[config.mk]
export PLATFORM = sky130hd
export DESIGN_NAME = pipe_cla_addsub
export DESIGN_NICKNAME = d
export VERILOG_FILES = /design/src/rtl/pipe_cla_addsub.sv
export SDC_FILE = /design/constraint.sdc
export NUM_CORES = 1
export LEC_CHECK = 0
export ABC_CLOCK_PERIOD_IN_PS = 2940
export BUFFER_PORTS_ARGS = -buffer_cell sky130_fd_sc_hd__clkbuf_2
export CORE_ASPECT_RATIO = 1.1
export CORE_MARGIN = 2
export CORE_UTILIZATION = 30
export CTS_CLUSTER_DIAMETER = 80
export DETAILED_ROUTE_END_ITERATION = 8
export SLEW_MARGIN = 25
export SYNTH_ARGS = -nofsm -noshare
export SYNTH_HDL_FRONTEND = slang
export SYNTH_SLANG_ARGS = --single-unit
[constraint.sdc]
create_clock -name clk -period 2.94 [get_ports clk]
set_clock_uncertainty 0.15 [all_clocks]
set_input_delay 0.147 -clock clk [delete_from_list [all_inputs] [get_ports clk]]
set_output_delay 0.147 -clock clk [all_outputs]
set_load 0.1 [all_outputs]
[src/rtl/pipe_cla_addsub.sv]
// Pipelined add/subtract unit: each stage resolves one contiguous slice of
// the result with 4-bit carry-lookahead groups, LSB slice first.
module pipe_cla_addsub #(
  parameter int WIDTH  = 32,
  parameter int STAGES = 2
) (
  input  logic             clk,
  input  logic             rst_n,
  input  logic             in_valid,
  output logic             in_ready,
  input  logic [WIDTH-1:0] a,
  input  logic [WIDTH-1:0] b,
  input  logic             cin,
  input  logic             sub,
  output logic             out_valid,
  input  logic             out_ready,
  output logic [WIDTH-1:0] sum,
  output logic             cout,
  output logic             ovf,
  output logic             zero
);

  localparam int SLICE  = WIDTH / STAGES;
  localparam int GROUPS = SLICE / 4;
  localparam int LAST   = STAGES - 1;

  if ((WIDTH % 4) != 0 || STAGES < 1 || STAGES > WIDTH / 4 || ((WIDTH / 4) % STAGES) != 0) begin : g_bad_cfg
    $error("pipe_cla_addsub: unsupported WIDTH/STAGES combination");
  end

  logic en;

  // One 4-bit lookahead group: every internal carry is a flat sum of
  // products, so nothing ripples bit to bit. Returns {carry_out, sum[3:0]}.
  function automatic logic [4:0] cla4(input logic [3:0] x, input logic [3:0] y, input logic c);
    logic [3:0] g, p;
    logic       c1, c2, c3, gg, pg;
    g  = x & y;
    p  = x ^ y;
    c1 = g[0] | (p[0] & c);
    c2 = g[1] | (p[1] & g[0]) | (p[1] & p[0] & c);
    c3 = g[2] | (p[2] & g[1]) | (p[2] & p[1] & g[0]) | (p[2] & p[1] & p[0] & c);
    gg = g[3] | (p[3] & g[2]) | (p[3] & p[2] & g[1]) | (p[3] & p[2] & p[1] & g[0]);
    pg = &p;
    return {gg | (pg & c), p ^ {c3, c2, c1, c}};
  endfunction

  // Whole pipeline moves together; a held result freezes every stage.
  assign en       = !out_valid || out_ready;
  assign in_ready = en;

  for (genvar k = 0; k < STAGES; k++) begin : g_stage
    // bx_in carries only the not-yet-consumed part of the effective B.
    localparam int BW = WIDTH - k * SLICE;

    logic             v_in, c_in;
    logic [WIDTH-1:0] d_in;
    logic [BW-1:0]    bx_in;
    logic             c_nx;
    logic [WIDTH-1:0] d_nx;
    logic             v_q, c_q;
    logic [WIDTH-1:0] d_q;

    if (k == 0) begin : g_first
      assign v_in  = in_valid;
      assign c_in  = sub ^ cin;
      assign d_in  = a;
      assign bx_in = sub ? ~b : b;
    end else begin : g_next
      assign v_in  = g_stage[k-1].v_q;
      assign c_in  = g_stage[k-1].c_q;
      assign d_in  = g_stage[k-1].d_q;
      assign bx_in = g_stage[k-1].g_pass.bx_q;
    end

    // d holds finished sum bits below this slice and raw A bits above it.
    // NOTE: always_comb assigns every output a default first, so no path leaves one unassigned and no latch is inferred.
    always_comb begin
      c_nx = c_in;
      d_nx = d_in;
      for (int j = 0; j < GROUPS; j++) begin
        {c_nx, d_nx[k*SLICE + 4*j +: 4]} = cla4(d_in[k*SLICE + 4*j +: 4], bx_in[4*j +: 4], c_nx);
      end
    end

    // NOTE: state registers use non-blocking assignments so all stages sample pre-edge values simultaneously.
    // NOTE: datapath registers are reset too, because reset must show sum/cout/ovf/zero as 0.
    always_ff @(posedge clk or negedge rst_n) begin
      if (!rst_n) begin
        v_q <= 1'b0;
        c_q <= 1'b0;
        d_q <= '0;
      end else if (en) begin
        v_q <= v_in;
        c_q <= c_nx;
        d_q <= d_nx;
      end
    end

    if (k == LAST) begin : g_last
      logic ovf_q, zero_q;
      // The top slice of d_in is still raw A here, so its MSB is a[MSB].
      always_ff @(posedge clk or negedge rst_n) begin
        if (!rst_n) begin
          ovf_q  <= 1'b0;
          zero_q <= 1'b0;
        end else if (en) begin
          ovf_q  <= (d_in[WIDTH-1] == bx_in[BW-1]) && (d_nx[WIDTH-1] != d_in[WIDTH-1]);
          zero_q <= (d_nx == '0);
        end
      end
    end else begin : g_pass
      logic [BW-SLICE-1:0] bx_q;
      always_ff @(posedge clk or negedge rst_n) begin
        if (!rst_n) begin
          bx_q <= '0;
        end else if (en) begin
          bx_q <= bx_in[BW-1:SLICE];
        end
      end
    end
  end

  assign out_valid = g_stage[LAST].v_q;
  assign sum       = g_stage[LAST].d_q;
  assign cout      = g_stage[LAST].c_q;
  assign ovf       = g_stage[LAST].g_last.ovf_q;
  assign zero      = g_stage[LAST].g_last.zero_q;

endmodule

==> key figures <==
Global routing
  – Overflow after GRT: 0
  – Antenna violations before repair: 0
  – Global-route wire length before repair: 19400 um
  – Vias in the first global route: 3945
  – Total GRT Usage: 14.2%
  – Largest net degree at the start of global routing: between 90 and 100

Power and ir drop
  – Pleak: between 3 and 4 nW
  – Clock share of power: 18.3%
  – Maximum vdd drop: around 0.38 mV
  – Comb power frac: 52.0%
  – Switching share of power: 51.0%
  – Sequential share of power: between 20% and 30%
  – Cell area power density: between 900 and 1000 mW/mm2
  – Internal Pwr Total: approximately 0.0029 W
  – Switching pwr: roughly 0.003 W
  – Total Power: a little under 0.006 W

Floorplan
  – Core area: between 0.015 and 0.02 mm2
  – Die Wd: around 130 um
  – Starting Density: between 30 and 40%
  – IO Count: about 110
  – Die ar.: approximately 0.017 mm2
  – Row cnt: 48
  – Chip height: 138 um

Synthesis
  – Mapped cell area: 0.00487 mm2
  – FFs w/ async S/R, synth: 100%
  – Area leader, netlist: dfrtp_1
  – Synth Flop Type: dfrtp_1
  – Post-Syn Nets: between 600 and 700
  – Seq cells post-synth: 86
  – Cell count after synthesis: 527
  – Post-synth top area share: 44.1%
  – EDFF count, synth: 0
  – Part of the Yosys area used for sequential elements: approximately 44%
  – Synth cell types: 53
  – Synth Area per Inst: 9.25 um2
  – Ys Warns: 0
  – Ranking of synthesized cells by area: dfrtp_1 44%, nand2_1 11%, ha_1 8.2%

Job
  – Maxcap violations: 0

Clock tree
  – Num Clock Sinks: between 80 and 90
  – H-tree depth: 3
  – CTS Buf Count: 9
  – Max Root-Sink Buffers: 2
  – Clock tree from TritonCTS: built
  – Post-CTS setup buffers: 0
  – CTS root buf: clkbuf_16
  – Worst-path clk slew: about 70 ps
  – Worst-Skew Late Latency: approximately 340 ps

Cells and area
  – Diodes inserted: 0
  – Layout cells sized above 1: approximately a quarter
  – Most common cell after layout, fill and taps aside: nand2_1
  – Final Core Density: between 40% and 50%
  – Most frequent cells in the layout: 145 x nand2_1, 105 x clkbuf_2, 86 x dfrtp_1, 34 x dlygate4sd3_1, 32 x ha_1
  – Area delta synth->final: 32.0%
  – Design area: 0.00643 mm2
  – Net count, final: a little under 800

Worst setup path
  – Crit Path Max Fanout: 2
  – Critical path class: reg -> reg
  – Worst EP arrival: 3280 ps
  – CP required: roughly 3000 ps
  – Setup crit end kind: flop
  – Critical Path Source Type: flop
  – Cells on worst reg2reg path: 12

Route
  – DR pass1 iterations: 4
  – Remaining antenna violation count after routing: 0
  – Wire per inst: 13.2 um
  – Drt via density: between 4 and 5
  – Final wirelength: 11700 um
  – Total number of vias: 3935
  – Drt initial violations: between 100 and 150
  – DRC: 0

Placed design
  – Hpwl dp: a little under 9000 um
  – Routability cong.: roughly 0.8
  – DP Area: a little under 0.006 mm2
  – IO Port Bufs: between 100 and 150

Timing
  – Fmax achieved: roughly 0.32 GHz
  – Final Slew Violations: 0
  – Final Hold Viols: 0
  – Setup-failing EPs final: 1
  – Final Worst Setup Slack: -224 ps
  – RSZ-0062 raised after global routing: yes
  – Final period util: 108%
  – Worst slew pin tran: about 890 ps
  – Tmin final: about 3200 ps
  – Setup TNS: -224 ps
  – Worst relative slew slack: 40.8%

Hold path
  – Hold Crit Depth: 4
  – HP Class: in -> reg

Run status
  – Failing checks: negative setup slack
  – Status: complete, but fails checks
==> per-layer routing <==
metal,vias up,global-route usage [%],part of all wire (%)
li1,2062,-,-
met4,0,5.25,1.4
met5,-,0,0
met1,1798,18.8,47
met2,65,23.2,48
met3,10,2.52,3.0
==> through the flow <==
step / std cells / worst slack (ps) / hold WS (ps)
after floorplan: 527 / -105 / -299
after global placement: 839 / -230 / 201
after detailed placement: 839 / -280 / 125
after CTS: 889 / -299 / 59.6
after global routing: 889 / -363 / 66.2
final: 889 / -224 / 66.3
==> path summary, 6_finish.rpt <==
kind | from | end | slack (ps)
setup / recovery | g_stage[0].d_q[16] | zero | -220
hold / removal | a[12] | g_stage[0].d_q[12] | 70
setup reg to reg | g_stage[0].d_q[16] | zero | -220
hold reg to reg | g_stage[0].v_q | g_stage[0].v_q | 310
max in group asynchronous | rst_n | sum[8] | 1800
min in group asynchronous | rst_n | g_stage[0].d_q[22] | 260
==> critical path, stage by stage (launching register included) <==
cell     delay, ps
dfrtp_1        380
ha_1           290
a21o_1         190
nand4_1        110
a31oi_1        100
a221o_2        390
a41o_2         290
fa_2           440
nor4b_2        220
nand4_1        130
nor4_2         150
nand4_1        120
o21ai_1        130
==> cell type report <==
| cell class | count | area, um2 |
|---|---|---|
| multi-input combinational | 401 | 2590 |
| timing repair buffer | 169 | 1090 |
| sequential | 86 | 2150 |
| tap | 200 | 250 |
| clock buffer | 9 | 225 |
| inverter | 17 | 63.8 |
| fill | 1624 | 9360 |
| clock inverter | 7 | 56.3 |
==> synthesized netlist by cell type, types with 3 or more instances <==
| cell | count |
|---|---|
| nand2b_1 | 4 |
| a21o_1 | 3 |
| a21oi_1 | 28 |
| nor2b_1 | 3 |
| buf_1 | 5 |
| xor2_1 | 30 |
| o31ai_1 | 4 |
| clkbuf_1 | 15 |
| nor4_1 | 4 |
| xnor2_1 | 27 |
| o21ai_0 | 30 |
| inv_1 | 16 |
| nand2_1 | 145 |
| nand3_1 | 7 |
| fa_1 | 8 |
| and2_1 | 3 |
| a21oi_2 | 3 |
| dfrtp_1 | 86 |
| nor2_1 | 26 |
| ha_1 | 32 |
| nor3_1 | 5 |
| nand4_1 | 4 |
==> cell families after synthesis <==
| logic type | synth area share [%] |
|---|---|
| simple gates | 18.1 |
| fa+ha+maj | 11.5 |
| mux | 0.642 |
| buf+inv | 3.29 |
| xor+xnor | 10.8 |
| flops | 44.1 |
| compound gates | 11.6 |
==> repair_timing <==
| action | in CTS | in global routing |
|---|---|---|
| endpoints found under the hold margin | 119 | 0 |
| pin swaps | 0 | 1 |
| cloned | 0 | 0 |
| endpoints found under the setup margin | 1 | 2 |
| resized for setup | 0 | 3 |
| hold buffers | 34 | 0 |
==> sequential cells by signal, summed over array words and instances, names as in the netlist <==
register,cells
ovf,1
g_stage.d_q,32
zero,1
g_stage.g_pass.bx_q,16
out_valid,1
g_stage.c_q,1
cout,1
sum,32
g_stage.v_q,1
==> power groups by stage <==
stage / logic [W] / clock network [W] / registers [W]
after floorplan: 0.000959 / 0 / 0.00316
after detailed placement: 0.00305 / 0 / 0.00178
after CTS: 0.00309 / 0.00112 / 0.00176
final: 0.00307 / 0.00108 / 0.00176
after global routing: 0.00330 / 0.00117 / 0.00180
after global placement: 0.00304 / 0 / 0.00177
Note: power is estimated with default switching activity, not from simulation.
